<file path="src/rtl/generador_de_secuencia.sv">
// Serial pattern generator: shifts a captured pattern MSB-first onto w,
// optionally looping, with a one-cycle DONE pulse after a single pass.
// Every output is registered; the next-output values come from the
// next-state decode so no input reaches an output without a flop.
//
// Handshake: start is sampled on the rising edge while the FSM is in IDLE
// or DONE; a legal request (1 <= len <= WIDTH) is taken in that same edge.
// There is no backpressure. w is meaningful only while w_valid is 1.
// stop outranks start in every state.
// The loop request input is named repeat_en because "repeat" is a
// reserved word in SystemVerilog.
module generador_de_secuencia #(
    parameter  int WIDTH = 8,
    localparam int LW    = $clog2(WIDTH) + 1
) (
    input  logic             clk,
    input  logic             reset_n,
    input  logic             start,
    input  logic [WIDTH-1:0] data,
    input  logic [LW-1:0]    len,
    input  logic             repeat_en,
    input  logic             stop,
    output logic             w,
    output logic             w_valid,
    output logic             busy,
    output logic             done,
    output logic [1:0]       dbg_state
);

    typedef enum logic [1:0] {
        S_IDLE  = 2'd0,
        S_SHIFT = 2'd1,
        S_DONE  = 2'd2
    } state_t;

    state_t           state_q, state_d;
    logic [WIDTH-1:0] data_q;
    logic [LW-1:0]    len_q;
    logic             rpt_q;
    logic [LW-1:0]    cnt_q, cnt_d;
    logic             load;
    logic             len_legal;

    logic             w_d, w_valid_d, busy_d, done_d;
    logic [WIDTH-1:0] bit_src;
    logic [WIDTH-1:0] bit_shifted;

    assign len_legal = (len != '0) && (len <= LW'(WIDTH));
    assign dbg_state = state_q;

    // State, bit counter and captured request registers.
    always_ff @(posedge clk or negedge reset_n) begin
        if (!reset_n) begin
            state_q <= S_IDLE;
            cnt_q   <= '0;
            data_q  <= '0;
            len_q   <= '0;
            rpt_q   <= 1'b0;
        end else begin
            state_q <= state_d;
            cnt_q   <= cnt_d;
            if (load) begin
                data_q <= data;
                len_q  <= len;
                rpt_q  <= repeat_en;
            end
        end
    end

    // Next-state decode; cnt is the index of the bit that will be on w.
    always_comb begin
        state_d = state_q;
        cnt_d   = cnt_q;
        load    = 1'b0;
        case (state_q)
            S_IDLE: begin
                if (start && !stop && len_legal) begin
                    state_d = S_SHIFT;
                    load    = 1'b1;
                end
            end
            S_SHIFT: begin
                if (stop) begin
                    state_d = S_IDLE;
                end else if (cnt_q == '0) begin
                    if (rpt_q) begin
                        cnt_d = len_q - LW'(1);
                    end else begin
                        state_d = S_DONE;
                    end
                end else begin
                    cnt_d = cnt_q - LW'(1);
                end
            end
            S_DONE: begin
                if (!stop && start && len_legal) begin
                    state_d = S_SHIFT;
                    load    = 1'b1;
                end else begin
                    state_d = S_IDLE;
                end
            end
            default: state_d = S_IDLE;
        endcase
        if (load) begin
            cnt_d = len - LW'(1);
        end
    end

    // Next-output decode from the state being entered.
    always_comb begin
        w_d         = 1'b0;
        w_valid_d   = 1'b0;
        busy_d      = 1'b0;
        done_d      = 1'b0;
        bit_src     = load ? data : data_q;
        bit_shifted = bit_src >> cnt_d;
        case (state_d)
            S_SHIFT: begin
                w_d       = bit_shifted[0];
                w_valid_d = 1'b1;
                busy_d    = 1'b1;
            end
            S_DONE: begin
                busy_d = 1'b1;
                done_d = 1'b1;
            end
            default: begin
                w_d = 1'b0;
            end
        endcase
    end

    // Output registers.
    always_ff @(posedge clk or negedge reset_n) begin
        if (!reset_n) begin
            w       <= 1'b0;
            w_valid <= 1'b0;
            busy    <= 1'b0;
            done    <= 1'b0;
        end else begin
            w       <= w_d;
            w_valid <= w_valid_d;
            busy    <= busy_d;
            done    <= done_d;
        end
    end

endmodule

</file>
<file path="config.mk">
export PLATFORM = sky130hd
export DESIGN_NAME = generador_de_secuencia
export DESIGN_NICKNAME = d
export VERILOG_FILES = /design/src/rtl/generador_de_secuencia.sv
export SDC_FILE = /design/constraint.sdc
export NUM_CORES = 1
export LEC_CHECK = 0
export BUFFER_PORTS_ARGS = -buffer_cell sky130_fd_sc_hd__buf_2
export CORE_MARGIN = 2
export CORE_UTILIZATION = 40
export CTS_BUF_LIST = sky130_fd_sc_hd__clkbuf_8
export DETAILED_ROUTE_END_ITERATION = 10
export PLACE_DENSITY = 0.7
export SYNTH_ARGS = -nofsm -noshare
export SYNTH_HDL_FRONTEND = slang
export SYNTH_SLANG_ARGS = --single-unit
export TNS_END_PERCENT = 100
</file>
<file path="constraint.sdc">
create_clock -name clk -period 4.74 [get_ports clk]
set_input_delay 0.237 -clock clk [delete_from_list [all_inputs] [get_ports clk]]
set_output_delay 0.237 -clock clk [all_outputs]
set_load 0.05 [all_outputs]
</file>
==> metrics.yaml <==
hold_buffers: 1
grt_max_degree: 24
dp_hpwl_um: 2140
finalMaxSlewViolations: 0
antenna_found_initial: 0
num_rows: 20
ioPinCount: 23
pwr-share-comb: 0.403
die_y_um: 61.0
cts_buffers: 3
rr_endpoint: "w"
yosys_register_bits: 23
grt_use_total: 0.168
chipWidth_um: 61.0
htree_levels: 1
cts-resized-gates: 0
yosysSeqAreaShare: 0.442
syn_inst: 125
drv_cap: 0
tightest_slew_ps: 928
endpoint_kind: "flop"
async_flop_share: 1.00
r2r_cells: 8
critPathKind: "flop to flop"
cts_setup_buffers: 0
peakVddDrop_mv: 0.186
syn_nets: 147
gp_congestion: 0.879
grt_pass1_wl_um: 4580
fin_tns_setup_ps: 0
yosys_warnings: 0
routed_wl_um: 2790
pwr-share-clk: 0.173
ant_nets: 0
tritoncts: "built"
route.detailed.drc: 0
whs_ps: 187
clock_latency_ps: 260
drt_iter0_markers: 10
crit_chain: "inv_1 -> ha_1 -> nor4bb_1 -> a2111oi_2 -> a211oi_2 -> a2111oi_0 -> or4b_1 -> a41oi_2"
path_max_fanout: 7
root_buffer: "clkbuf_8"
cts.sinks: 23
dpl_cell_area_um2: 1470
avgSynthCellArea_um2: 10.4
hold_viol: 0
reg2reg_slack_ps: 2100
start_util: 0.423
crit_path_top_delay_cell: "or4b_1"
avgRoutedWirePerCell_um: 14.3
synthFlopType: "dfrtp_1"
worstSetupStartpoint: "cnt_q[0]"
die-area_um2: 3730
hold_path.class: "input pin to flop"
ys_types: 41
antennaDiodeCount: 0
final_area_um2: 1520
post-route-min-period_ps: 2640
critPathArrivalTime_ps: 2820
period_share: 0.556
skew_ps: 6.72
outcome: "complete, no violations"
crit_path_start_kind: "flop"
max_stage_delay_ps: 530
synth_area_um2: 1300
grt_pass1_vias: 1010
via_count: 1027
switchingPower_uw: 258
seqPwrFrac: 0.424
sw_frac_of_total: 0.379
finalNetCount: 174
clockBufferDepth: 2
endpoint: "w"
holdPathStages: 3
area_growth_pct: 16.9
grt_setup_unrepaired: "no"
rr_startpoint: "cnt_q[0]"
setup_violations: 0
total_leakage_power_uw: 0.000755
drive_gt1_frac: 0.245
slew_headroom: 0.376
coreArea_um2: 3080
finish.utilization: 0.494
synth_edf_count: 0
powerDensity_nw_per_um2: 447
grt-ovfl-total: 0
io_buffers: 22
drt_pass1_iterations: 4
max_freq_mhz: 379
internal_power_uw: 422
viasPerCell: 5.27
instances_no_fill: 195
dpl.cell_count: 190
fillers: 303
clk_pin_slew_ps: 80
worstPathRequired_ps: 4920
-- layer usage --
layer  GRT usage  up-vias  part of all wire
met1       0.215      507              0.43
met3      0.0252        4             0.015
met2       0.283       10              0.54
met4      0.0714        0             0.013
met5           0        -                 0
li1            -      506                 -
-- critical path, delay by kind of cell (launching register included) --
| family | cells | cell delay, ps |
|---|---|---|
| buf+inv | 1 | 80 |
| simple gates | 2 | 930 |
| fa+ha+maj | 1 | 230 |
| flops | 1 | 420 |
| compound gates | 4 | 910 |
-- stage by stage --
step           setup slack (ps)  total power, uW
2_1_floorplan              2290              493
3_3_place_gp               2140              554
3_5_place_dp               2030              563
4_1_cts                    2130              685
5_1_grt                    1920              732
6_report                   2100              680
-- Yosys cell counts, types with 2 or more instances --
cell type | number | share of area
a2111o_1 | 3 | 0.026
a21boi_0 | 4 | 0.023
a21o_1 | 5 | 0.029
and2_1 | 2 | 0.0096
clkbuf_1 | 2 | 0.0058
dfrtp_1 | 23 | 0.44
ha_1 | 5 | 0.048
inv_1 | 10 | 0.029
mux2_2 | 2 | 0.017
mux2i_1 | 4 | 0.031
nand2_1 | 17 | 0.049
nand3_1 | 2 | 0.0077
nor2_1 | 4 | 0.012
nor3_1 | 4 | 0.015
o2111ai_1 | 2 | 0.013
o211ai_1 | 3 | 0.017
o21ai_0 | 5 | 0.019
o21ai_1 | 2 | 0.0077
xor2_1 | 4 | 0.027
-- sequential cells by signal, indices dropped and copies added (netlist names) --
| register | count |
|---|---|
| w | 1 |
| done | 1 |
| cnt_q | 4 |
| data_q | 8 |
| rpt_q | 1 |
| len_q | 4 |
| busy | 1 |
| w_valid | 1 |
| dbg_state | 2 |
-- cells by family (layout without fill, tap and decap cells) --
| group | count (synthesis) | after routing | share of synthesized area |
|---|---|---|---|
| simple gates | 40 | 40 | 0.174 |
| flops | 23 | 23 | 0.442 |
| compound gates | 33 | 33 | 0.207 |
| mux | 6 | 6 | 0.0481 |
| fa+ha+maj | 5 | 5 | 0.0481 |
| buf+inv | 12 | 38 | 0.0346 |
| xor+xnor | 6 | 6 | 0.0462 |
-- final cells by class --
type,instances,area [um^2],area share
multi-input cells,90,681,0.447
clock inverters,1,3.75,0.00247
repair buffers,24,128,0.0839
well taps,44,55.1,0.0362
inverters,10,37.5,0.0247
flip-flops and latches,23,576,0.378
clock buffers,3,41.3,0.0271
-- layout by cell type, fill, tap and decap left out, types with 2 or more instances in the layout --
cell,netlist,layout
clkbuf_8,0,3
nor3_1,4,4
mux2_2,2,2
dfrtp_1,23,23
nand3_1,2,2
o21ai_1,2,2
nor2_1,4,4
o211ai_1,3,3
xor2_1,4,4
a21boi_0,4,4
o2111ai_1,2,2
nand2_1,17,17
o21ai_0,5,5
buf_2,0,22
a21o_1,5,5
and2_1,2,2
a2111o_1,3,3
mux2i_1,4,4
inv_1,10,11
ha_1,5,5
-- power groups by stage --
stage / Clock, uW / Sequential, uW / Combinational (uW)
after floorplan: 0 / 302 / 191
after global placement: 0 / 289 / 265
after detailed placement: 0 / 292 / 270
after CTS: 122 / 288 / 274
after global routing: 131 / 296 / 304
final: 118 / 288 / 274
-- worst min-delay path by stage --
stage,from,end
after global routing,data[5],data_q[5]
after global placement,reset_n,busy
final,repeat_en,rpt_q
after detailed placement,reset_n,data_q[1]
after CTS,repeat_en,rpt_q
after floorplan,reset_n,busy
Note: power is estimated with default switching activity, not from simulation.
